--- src/rtl/coax_tx_sequencer.sv ---
// Frame sequencer in front of coax_tx: queues host words in a FIFO and streams them
// as one back-to-back frame per start request, with inter-frame gap and stall detection.
//
// state | meaning
// IDLE  | no frame in progress; waiting for start with words queued
// LOAD  | offering the FIFO head to coax_tx, popping on tx_ready
// DRAIN | last word handed off; waiting for coax_tx to release the line
// GAP   | counting quiet clocks before the next frame may begin
module coax_tx_sequencer #(
    parameter int DEPTH   = 16,
    parameter int MIN_GAP = 64,
    parameter int TIMEOUT = 1024
) (
    input  logic       clk,
    input  logic       reset,
    input  logic       wr_en,
    input  logic [9:0] wr_data,
    input  logic       start,
    input  logic       clear,
    output logic       tx_load,
    output logic [9:0] tx_data,
    input  logic       tx_ready,
    input  logic       tx_active,
    output logic       busy,
    output logic       full,
    output logic       empty,
    output logic       overflow,
    output logic       fault
);

    localparam int AW = $clog2(DEPTH);
    localparam int CW = AW + 1;
    localparam int TW = $clog2(TIMEOUT + 1);
    localparam int GW = $clog2(MIN_GAP + 1);

    typedef enum logic [1:0] {
        IDLE  = 2'd0,
        LOAD  = 2'd1,
        DRAIN = 2'd2,
        GAP   = 2'd3
    } state_t;

    state_t state, state_nxt;

    logic [9:0]    mem [DEPTH];
    logic [AW-1:0] rd_ptr, wr_ptr, rd_ptr_nxt;
    logic [CW-1:0] count;
    logic [TW-1:0] tmr;
    logic [GW-1:0] gap_cnt;
    logic          push, pop, timeout;
    logic [9:0]    head_nxt;

    assign full  = (count == CW'(DEPTH));
    assign empty = (count == '0);

    // A pop in the same cycle frees the slot, so a write to a full FIFO is legal then.
    assign pop     = (state == LOAD) && tx_ready;
    assign push    = wr_en && (!full || pop);
    assign timeout = (state == LOAD) && !tx_ready && (tmr == '0);

    always_ff @(posedge clk) begin
        if (push && !timeout) begin
            mem[wr_ptr] <= wr_data;
        end
    end

    always_ff @(posedge clk or posedge reset) begin
        if (reset) begin
            rd_ptr <= '0;
            wr_ptr <= '0;
            count  <= '0;
        end else if (timeout) begin
            rd_ptr <= wr_ptr;
            count  <= '0;
        end else begin
            if (push) begin
                wr_ptr <= wr_ptr + AW'(1);
            end
            if (pop) begin
                rd_ptr <= rd_ptr + AW'(1);
            end
            case ({push, pop})
                2'b10:   count <= count + CW'(1);
                2'b01:   count <= count - CW'(1);
                default: count <= count;
            endcase
        end
    end

    // Stall timer: reloaded on LOAD entry and on every accepted word.
    always_ff @(posedge clk or posedge reset) begin
        if (reset) begin
            tmr <= '0;
        end else if ((state_nxt == LOAD) && ((state != LOAD) || tx_ready)) begin
            tmr <= TW'(TIMEOUT - 1);
        end else if ((state == LOAD) && (tmr != '0)) begin
            tmr <= tmr - TW'(1);
        end
    end

    // Gap timer restarts whenever the line goes busy again.
    always_ff @(posedge clk or posedge reset) begin
        if (reset) begin
            gap_cnt <= '0;
        end else if ((state_nxt == GAP) && ((state != GAP) || tx_active)) begin
            gap_cnt <= GW'(MIN_GAP - 1);
        end else if ((state == GAP) && (gap_cnt != '0)) begin
            gap_cnt <= gap_cnt - GW'(1);
        end
    end

    always_ff @(posedge clk or posedge reset) begin
        if (reset) begin
            overflow <= 1'b0;
            fault    <= 1'b0;
        end else begin
            if (clear) begin
                overflow <= 1'b0;
            end else if (wr_en && full && !pop) begin
                overflow <= 1'b1;
            end
            if (clear) begin
                fault <= 1'b0;
            end else if (timeout) begin
                fault <= 1'b1;
            end
        end
    end

    // Next head word; a push into a FIFO that the pop just emptied bypasses memory.
    always_comb begin
        rd_ptr_nxt = pop ? (rd_ptr + AW'(1)) : rd_ptr;
        if (push && (rd_ptr_nxt == wr_ptr)) begin
            head_nxt = wr_data;
        end else begin
            head_nxt = mem[rd_ptr_nxt];
        end
    end

    always_ff @(posedge clk or posedge reset) begin
        if (reset) begin
            tx_data <= '0;
        end else if (state_nxt == LOAD) begin
            tx_data <= head_nxt;
        end else begin
            tx_data <= '0;
        end
    end

    always_ff @(posedge clk or posedge reset) begin
        if (reset) begin
            state <= IDLE;
        end else begin
            state <= state_nxt;
        end
    end

    always_comb begin
        state_nxt = state;
        case (state)
            IDLE: begin
                if (start && !empty) begin
                    state_nxt = LOAD;
                end
            end
            LOAD: begin
                if (timeout) begin
                    state_nxt = DRAIN;
                end else if (pop && !push && (count == CW'(1))) begin
                    state_nxt = DRAIN;
                end
            end
            DRAIN: begin
                if (!tx_active) begin
                    state_nxt = GAP;
                end
            end
            GAP: begin
                if (!tx_active && (gap_cnt == '0)) begin
                    state_nxt = IDLE;
                end
            end
            default: state_nxt = IDLE;
        endcase
    end

    always_comb begin
        tx_load = 1'b0;
        busy    = 1'b1;
        case (state)
            IDLE:    busy    = 1'b0;
            LOAD:    tx_load = 1'b1;
            default: tx_load = 1'b0;
        endcase
    end

endmodule

--- config.mk ---
export PLATFORM = sky130hd
export DESIGN_NAME = coax_tx_sequencer
export DESIGN_NICKNAME = d
export VERILOG_FILES = /design/src/rtl/coax_tx_sequencer.sv
export SDC_FILE = /design/constraint.sdc
export NUM_CORES = 1
export LEC_CHECK = 0
export BUFFER_PORTS_ARGS = -buffer_cell sky130_fd_sc_hd__buf_4
export CELL_PAD_IN_SITES_DETAIL_PLACEMENT = 1
export CELL_PAD_IN_SITES_GLOBAL_PLACEMENT = 1
export CORE_MARGIN = 5
export CORE_UTILIZATION = 50
export CTS_CLUSTER_DIAMETER = 120
export DETAILED_ROUTE_END_ITERATION = 7
export HOLD_SLACK_MARGIN = 0.12
export PLACE_DENSITY_LB_ADDON = 0.1
export SLEW_MARGIN = 15
export SYNTH_ARGS = -nofsm -noshare
export SYNTH_HDL_FRONTEND = slang
export SYNTH_SLANG_ARGS = --single-unit
--- constraint.sdc ---
create_clock -name clk -period 5.8 [get_ports clk]
set_input_delay 0.58 -clock clk [delete_from_list [all_inputs] [get_ports clk]]
set_output_delay 0.58 -clock clk [all_outputs]
set_load 0.01 [all_outputs]
==> Word level (Yosys, flattened, before mapping) <==
Memories as Yosys holds them, arrays and structs flattened.
Cells that the tools add are included.
W data, S select, Z words.
{ "op_classes": {"bitwise_logic": 1, "n_eq_ne": 12, "n_reduce_logical": 38, "muxes": 24, "addsub": 6} }
{ "op_table": {"columns": ["cell", "n"], "rows": [
  ["$mux W11", 2],
  ["$mux W10", 2],
  ["$logic_and A1 B1 Y1", 16],
  ["$mux W7", 2],
  ["$logic_not A11 Y1", 1],
  ["$reduce_bool A11 Y1", 1],
  ["$sub A11 B1 Y11 const B", 1],
  ["$mux W2", 5],
  ["$pmux W5 S2", 1],
  ["$add A4 B1 Y4 const B", 2],
  ["$eq A2 B2 Y1 const B", 4],
  ["$mux W1", 8],
  ["$mux W4", 2],
  ["$pmux W2 S4", 1],
  ["$reduce_bool A2 Y1", 4],
  ["$logic_not A1 Y1", 7],
  ["$logic_not A7 Y1", 1],
  ["$reduce_bool A7 Y1", 1],
  ["$sub A7 B1 Y7 const B", 1],
  ["$eq A2 B1 Y1 const B", 3],
  ["$add A5 B1 Y5 const B", 1],
  ["$eq A5 B1 Y1 const B", 1],
  ["$eq A5 B5 Y1 const B", 1],
  ["$logic_not A5 Y1", 1],
  ["other kinds (10)", 12]
]} }
{ "word_totals": {"reg_bits": 45, "output_inout_bits": 16, "input_bits": 17, "n_memories": 1, "ram_bits": 160} }
{ "memory_table": {"columns": ["name", "depth", "width", "rd", "rd_clocked_by_memory_dff", "wr", "line_no", "source"], "rows": [
  ["mem", 16, 10, 1, 0, 1, "45", "logic [9:0] mem [DEPTH];"]
]} }

==> Longest topological paths before layout <==
Gate-level depths: netlist of the first run.
{ "depth": {"depth_word": 13, "mapped_depth": 10, "ltp_nobuf": 8} }

==> Worst setup path after synthesis of the first run <==
Ideal clock, no wire load.
{ "synth_timing": {"path_type": "input port to flip-flop", "startpoint": "input tx_ready", "endpoint": "memory mem[11][0], enable pin", "cell_stages": 7, "arrival_ns": 2.717, "path_buffers": 4, "slack_ns": 2.680, "cell_sequence": "and3b_1 clkbuf_1 buf_2 buf_2 o21ai_1 buf_2 nor4_1"} }
{ "synth_via": {"elab_chain_cells": 7, "elab_cells_between_ends": 10} }
{ "synth_rtl": {"columns": ["item", "line_no", "source"], "rows": [
  ["start: declaration", "22", "input logic tx_ready,"],
  ["$logic_not A1 Y1", "59", "assign timeout = (state == LOAD) && !tx_ready && (tmr == '0);"],
  ["$logic_and A1 B1 Y1 (2 in series)", "59", null],
  ["$logic_not A1 Y1", "62", "if (push && !timeout) begin"],
  ["$logic_and A1 B1 Y1 (*)", "62", null],
  ["$mux W1 (*)", "62", null],
  ["$mux W1 (implied by the code) (*)", "63", "mem[wr_ptr] <= wr_data;"],
  ["end: declaration", "45", null]
]} }
Mark *: on every way between the ends. The rest lies on a longest branch, timed or not.

==> Worst setup path in the final report of the first run <==
{ "layout_timing": {"startpoint": "register rd_ptr[0]", "endpoint": "register tx_data[8]"} }
{ "layout_via": {"elab_chain_cells": 6, "elab_cells_between_ends": 7} }
{ "layout_rtl": {"columns": ["item", "line_no", "source"], "rows": [
  ["start: declaration", "46", "logic [AW-1:0] rd_ptr, wr_ptr, rd_ptr_nxt;"],
  ["start signal: assignment", "73", "rd_ptr <= wr_ptr;"],
  ["start signal: assignment", "80", "rd_ptr <= rd_ptr + AW'(1);"],
  ["$add A4 B1 Y4", "132", "rd_ptr_nxt = pop ? (rd_ptr + AW'(1)) : rd_ptr;"],
  ["$mux W4 (*)", null, null],
  ["branches (longest 2 deep; another with $mem_v2 Z16 W10)", null, null],
  ["$mux W10 (*)", "133", "if (push && (rd_ptr_nxt == wr_ptr)) begin"],
  ["$mux W10 (*)", "143", "end else if (state_nxt == LOAD) begin"],
  ["end signal: assignment", "144", "tx_data <= head_nxt;"],
  ["end: declaration", "21", "output logic [9:0] tx_data,"]
]} }
Mark *: on every way between the ends.
A chain may end at the register's enable or synchronous reset.

==> out/results.ini, run 1 <==
[global_route]
met1_usage_pct = 31.9
grt_pass1_vias = 7399
antenna_found_initial = 1
grt_use_total_pct = 24.1
use_met2_pct = 41.8
grt_pass1_wl_um = 42300
grt-ovfl-total = 0
grt_max_degree = 52
grt_util_met3_pct = 3.77
grt.busiest_layer = met2

[yosys]
synth-simple-area-share_pct = 11.8
synth_mux_area_share_pct = 7.01
yosys.area_share.xor_xnor_pct = 2.64
postSynthCellCount = 815
yosysWarnings = 0
synth-main-ff-cell = edfxtp_1
synth_edf_count = 160
synthTopCellsByArea = edfxtp_1, dfrtp_1, mux2i_1
syn_avg_cell_area_um2 = 12.2
yosysTopAreaCellShare_pct = 48.2
synthesis.area_mm2 = 0.00996
synth-seq-cells = 205
synth_top_family_by_area = compound AO/OA/AOI/OAI gates
synthAdderAreaFrac_pct = 1.63
async_flop_share_pct = 22.0
yosysTopAreaCell = edfxtp_1
syn_nets = 845
synth-compound-area-share_pct = 14.4
yosysSeqAreaShare_pct = 59.6
yosysUniqueCellTypes = 57

[setup_path]
cp_top_family = buffers and inverters
end_kind = register
r2r_setup_slack_ps = 2080
r2r-end = tx_data[8]
r2r_cells = 8
start_kind = register
critPathSlowestCell = ha_2
crit_arrival_ps = 4170
required_ps = 6250
max_stage_delay_ps = 640
crit_fanout = 51
crit_chain = buf_4 -> ha_2 -> buf_4 -> mux2i_4 -> xnor2_1 -> or4_4 -> a211oi_4 -> a22o_1
r2r-start = rd_ptr[0]
worstSetupPathType = reg2reg
crit_buf_inv = 2
crit_top_cell = buf_4

[power]
p_sw_mw = 2.17
combPwrFrac_pct = 37.3
p_int_mw = 3.57
seqPwrFrac_pct = 35.8
power.share.clock_pct = 26.9
swShare_pct = 37.8
power_density_mw_per_mm2 = 509
p_leak_nw = 3.90
ir_drop_mv = 0.316

[sta]
setup_viol = 0
setup_tns_ps = 0
slew_violations = 0
finClkSkew_ps = 9.56
tightest_slew_ps = 1250
finalHoldViolCount = 0
maxSlewHeadroom_pct = 16.2
period_minus_slack_ps = 3720
rsz0062_at_grt = false
period_share_pct = 64.2
max_clock_freq_mhz = 269
hold-worst-slack_ps = 224

[die]
ios = 33
fp-row-count = 51
start_util_pct = 51.0
die_h_um = 151
fp.dieArea_mm2 = 0.0228
core_mm2 = 0.0195
die_w_um = 151

[clock_network]
h-tree-depth = 1
insertion_delay_ps = 520
post-cts-setup-buffer-count = 0
cts_buffer_depth = 3
cts_resized = 0
clkTransAtPathRegs_ps = 60
cts_made_buffers = 23
cts_hold_buf = 0
root_buffer = clkbuf_16
cts_tree = done
clock_sinks = 205

[final_layout]
n_fill_cell = 1956
regArea_mm2 = 0.00593
multi_input_comb_area_mm2 = 0.00382
nets = 858
area_delta_synth_final_pct = 13.3
drive_gt1_share_pct = 12.8
stdcell_area_mm2 = 0.0113
diodes = 0

[placement]
gp_congestion = 0.802
placed_area_mm2 = 0.0105
portBuffers = 32
place_hpwl_um = 16300

[route]
drc = 0
drtIter0Drc = 416
finalWirelength_um = 26600
drt_first_pass_iters = 5
via_per_inst = 6.12
ant_nets = 0
num_vias = 6797
wire_per_inst_um = 24.0

[outcome]
status = completed

[job]
maxCapViolCount = 0

[hold_path]
hold_class = in2async

==> worst max path at each step <==
stage	slack, ps	start	end	cells past startpoint
2_1_floorplan	2680	tx_ready	mem[11][0]	7
3_3_place_gp	2190	rd_ptr[0]	tx_data[8]	8
3_5_place_dp	2110	rd_ptr[1]	tx_data[8]	7
4_1_cts	2080	rd_ptr[0]	tx_data[1]	8
5_1_grt	1890	rd_ptr[0]	tx_data[1]	8
6_report	2080	rd_ptr[0]	tx_data[8]	8
==> metrics by stage <==
stage | worst slack [ps] | utilization [%] | power [mW] | cells
2_1_floorplan | 2680 | - | 3.53 | 815
3_3_place_gp | 2190 | 53.6 | 4.11 | 1068
3_5_place_dp | 2110 | 53.6 | 4.21 | 1068
4_1_cts | 2080 | 57.7 | 5.77 | 1110
5_1_grt | 1890 | 57.8 | 6.05 | 1110
6_report | 2080 | 57.8 | 5.74 | 1110
==> cells in the mapped netlist, types with 19 or more instances <==
cell type and number:
edfxtp_1 160, nor2b_1 24, nor2_1 55, a211oi_1 42, xnor2_1 19, clkbuf_1 30
o21ai_0 31, a31oi_1 24, o22a_1 28, nand2_1 65, dfrtp_1 45, mux2i_1 63
nor3_1 30, buf_2 20
==> worst reg2reg max path, stage by stage, from the launching register on <==
cell	delay (ps)
dfrtp_1	330
buf_4	500
ha_2	650
buf_4	630
mux2i_4	150
xnor2_1	170
or4_4	550
a211oi_4	450
a22o_1	230
==> layer usage <==
metal	wire length [µm]	up-vias
met3	1590	36
li1	-	3123
met2	13600	163
met5	13	-
met4	524	2
met1	11000	3473
==> flip-flops by register name, indices dropped and copies added (netlist names) <==
signal and count:
mem 160, tmr 11, tx_data 10, gap_cnt 7
count 5, rd_ptr 4, wr_ptr 4, state 2
fault 1, overflow 1
==> placed cells by master (no fill, tap or decap), drive strengths merged, types with 19 or more instances in the layout <==
master and n:
o21ai 32, dfrtp 45, nand2 65, o22a 28, nor2b 24, a211oi 43, a31oi 24, xnor2 19
nor2 56, mux2i 64, clkbuf 31, edfxtp 160, buf 45, nor3 30
==> power by group through the flow <==
stage	Combinational (mW)	Sequential [mW]	Clock (mW)
2_1_floorplan	1.59	1.94	0
3_3_place_gp	2.05	2.06	0
3_5_place_dp	2.13	2.08	0
4_1_cts	2.15	2.05	1.57
5_1_grt	2.34	2.08	1.63
6_report	2.14	2.06	1.54
==> cell families after synthesis <==
logic type               count (synthesis)
flip-flops                             205
buffers and inverters                   71
multiplexers                            68
AO/OA/AOI/OAI                          192
AND/OR/NAND/NOR                        236
adder cells (fa/ha/maj)                 13
XOR/XNOR                                30
==> area by class of cell <==
cell class | count | share of cell area [%]
clock buffer | 31 | 5.72
clock inverter | 11 | 1.42
inverter | 14 | 0.466
multi-input combinational | 539 | 33.8
sequential | 205 | 52.6
tap | 265 | 2.94
timing repair buffer | 45 | 3.00
(Power assumes the default switching activity.)
==> inputs of run 2 (changes only) <==
--- a/config.mk
+++ b/config.mk
@@ -9,7 +9,7 @@
 export CELL_PAD_IN_SITES_DETAIL_PLACEMENT = 1
 export CELL_PAD_IN_SITES_GLOBAL_PLACEMENT = 1
 export CORE_MARGIN = 5
-export CORE_UTILIZATION = 50
+export CORE_UTILIZATION = 46
 export CTS_CLUSTER_DIAMETER = 120
 export DETAILED_ROUTE_END_ITERATION = 7
 export HOLD_SLACK_MARGIN = 0.12
==> constraint.sdc (replaced) <==
create_clock -name clk -period 3 [get_ports clk]
set_input_delay 0.3 -clock clk [delete_from_list [all_inputs] [get_ports clk]]
set_output_delay 0.3 -clock clk [all_outputs]
set_load 0.01 [all_outputs]
==> run 2 against run 1 <==
Effect of this change: critical path depth decreased by 2; global-route usage decreased by 0.71 points; routed wire length increased by 7.8%; sequential share of layout area decreased by 0.71 points; highest routed layer is now met4.
==> out/results.ini, run 2 (synthesis results as in run 1) <==
[global_route]
grt_use_total_pct = 23.4  ; -0.71 points
grt_max_degree = 51  ; -1.9%
grt_pass1_wl_um = 44300  ; +4.8%
grt-ovfl-total = 0  ; unchanged
grt_pass1_vias = 7421  ; +0.30%
antenna_found_initial = 0  ; -1

[placement]
portBuffers = 32  ; unchanged
dp_slack_ps = 286  ; -1830 ps
place_hpwl_um = 19000  ; +16%
gp_congestion = 0.830  ; +3.5%
placed_cells = 1095  ; +2.5%

[sta]
tightest_slew_ps = 1180  ; -67.9 ps
setup_viol = 0  ; unchanged
slew_violations = 0  ; unchanged
max_clock_freq_mhz = 362  ; +35%
finalHoldViolCount = 0  ; unchanged
period_minus_slack_ps = 2770  ; -956 ps
period_share_pct = 92.2  ; +28 points
maxSlewHeadroom_pct = 20.8  ; +4.6 points
rsz0062_at_grt = false
hold-worst-slack_ps = 147  ; -77.2 ps
finClkSkew_ps = 10.7  ; +1.18 ps
setup_ws_ps = 234  ; -1840 ps

[final_layout]
mostFrequentLayoutCells = edfxtp_1, nand2_1, mux2i_1, buf_4, nor2_1
layout_commonest_cell = edfxtp_1
area_delta_synth_final_pct = 14.8
top_register = mem
largest_register_ffs = 160  ; unchanged
finalNonFillerCells = 1142  ; +2.9%
nets = 879  ; +2.4%
diodes = 0  ; unchanged
utilization_pct = 54.0  ; -3.7 points
top_regs = mem: 160 flops, tmr: 11 flops, tx_data: 10 flops
drive_gt1_share_pct = 14.5  ; +1.8 points

[route]
drtIter0Drc = 477  ; +15%
num_vias = 7052  ; +3.8%
ant_nets = 0  ; unchanged
drc = 0  ; unchanged
finalWirelength_um = 28700  ; +7.8%
drt_first_pass_iters = 5  ; unchanged
wire_per_inst_um = 25.1  ; +4.8%
via_per_inst = 6.18  ; +0.84%

[power]
ir_drop_mv = 0.539  ; +70%
power_density_mw_per_mm2 = 991  ; +95%
p_leak_nw = 4.01  ; +2.6%
total_power_mw = 11.3  ; +97%

[clock_network]
cts_buffer_depth = 3  ; unchanged
h-tree-depth = 1  ; unchanged
clkTransAtPathRegs_ps = 60  ; about the same
cts_made_buffers = 24  ; +4.3%
post-cts-setup-buffer-count = 0  ; unchanged
insertion_delay_ps = 520  ; about the same
cts_tree = done
clock_sinks = 205  ; unchanged
root_buffer = clkbuf_16

[hold_path]
hp-start = wr_data[8]
hold_class = in2reg

[setup_path]
crit_buf_inv = 0  ; -2
r2r-start = tmr[7]
critPathSlowestCell = o21ai_1
crit_fanout = 10  ; -80%
max_stage_delay_ps = 540  ; -100 ps
startpoint = tmr[7]
required_ps = 3190  ; -3060 ps
crit_arrival_ps = 2960  ; -1210 ps
crit_chain = nor4_1 -> nand4_1 -> o21a_1 -> o21ai_1 -> nor2_1 -> and3_1
cp_top_family = simple AND/OR/NAND/NOR gates
end_kind = register
worstSetupPathType = reg2reg
start_kind = register

[job]
maxCapViolCount = 0  ; unchanged

[die]
die_h_um = 157  ; +4.0%
start_util_pct = 47.1  ; -3.9 points
die_w_um = 157  ; +4.0%
fp.dieArea_mm2 = 0.0247  ; +8.1%
core_mm2 = 0.0212  ; +8.3%
fp-row-count = 53  ; +3.9%
ios = 33  ; unchanged

[outcome]
status = completed

run 2: cell types whose count changed in the layout (fill, tap and decap cells not counted), moves of 3 or more:
cell	change
clkbuf_8	-4
clkinv_2	+5
nor4b_2	+3
dlygate4sd3_1	+3
buf_4	+15
nor4b_4	-3
run 2: cell type report:
class	count	area, µm²
clock inverters	15	195
inverters	14	52.6
well taps	275	344
repair buffers	65	520
multi-input cells	539	3770
fillers	2149	9720
flip-flops and latches	205	5930
clock buffers	29	619
run 2: final timing paths:
path / end / slack, ps / cells past startpoint
hold reg to reg: tmr[9] / 540 / 2
min in group asynchronous: gap_cnt[4] / 500 / 3
setup / recovery: mem[5][4] / 230 / 6
max in group asynchronous: tmr[3] / 1770 / 4
hold / removal: mem[10][8] / 150 / 1
setup reg to reg: mem[5][4] / 230 / 6
run 2: power breakdown:
part           total [mW]  internal (mW)  leakage [nW]  switching, mW
logic                4.48           1.69          1.65           2.79
clock network        3.01           1.83         0.399           1.18
registers            3.85           3.49          1.96          0.359
run 2: worst register-to-register path, delay by kind of cell, from the launching register on:
family,cells,cell delay [ps]
compound gates,2,770
simple gates,4,1280
flops,1,400
run 2: layer usage:
layer | routed length, µm | global-route usage, %
met5 | 0 | 0
met4 | 770 | 6.19
met3 | 1670 | 3.71
met2 | 13900 | 39.2
met1 | 12400 | 31.9
run 2: timing repair:
| item | in CTS | in global routing |
|---|---|---|
| endpoints found under the hold margin | 32 | 0 |
| hold buffers | 3 | 0 |
| endpoints found under the setup margin | 0 | 0 |
| resized for setup | 0 | 0 |
run 2: metrics by stage:
step,cell area [µm²],setup TNS [ps]
2_1_floorplan,9960,-3080
3_3_place_gp,10600,0
3_5_place_dp,10600,0
4_1_cts,11400,0
5_1_grt,11400,0
6_report,11400,0
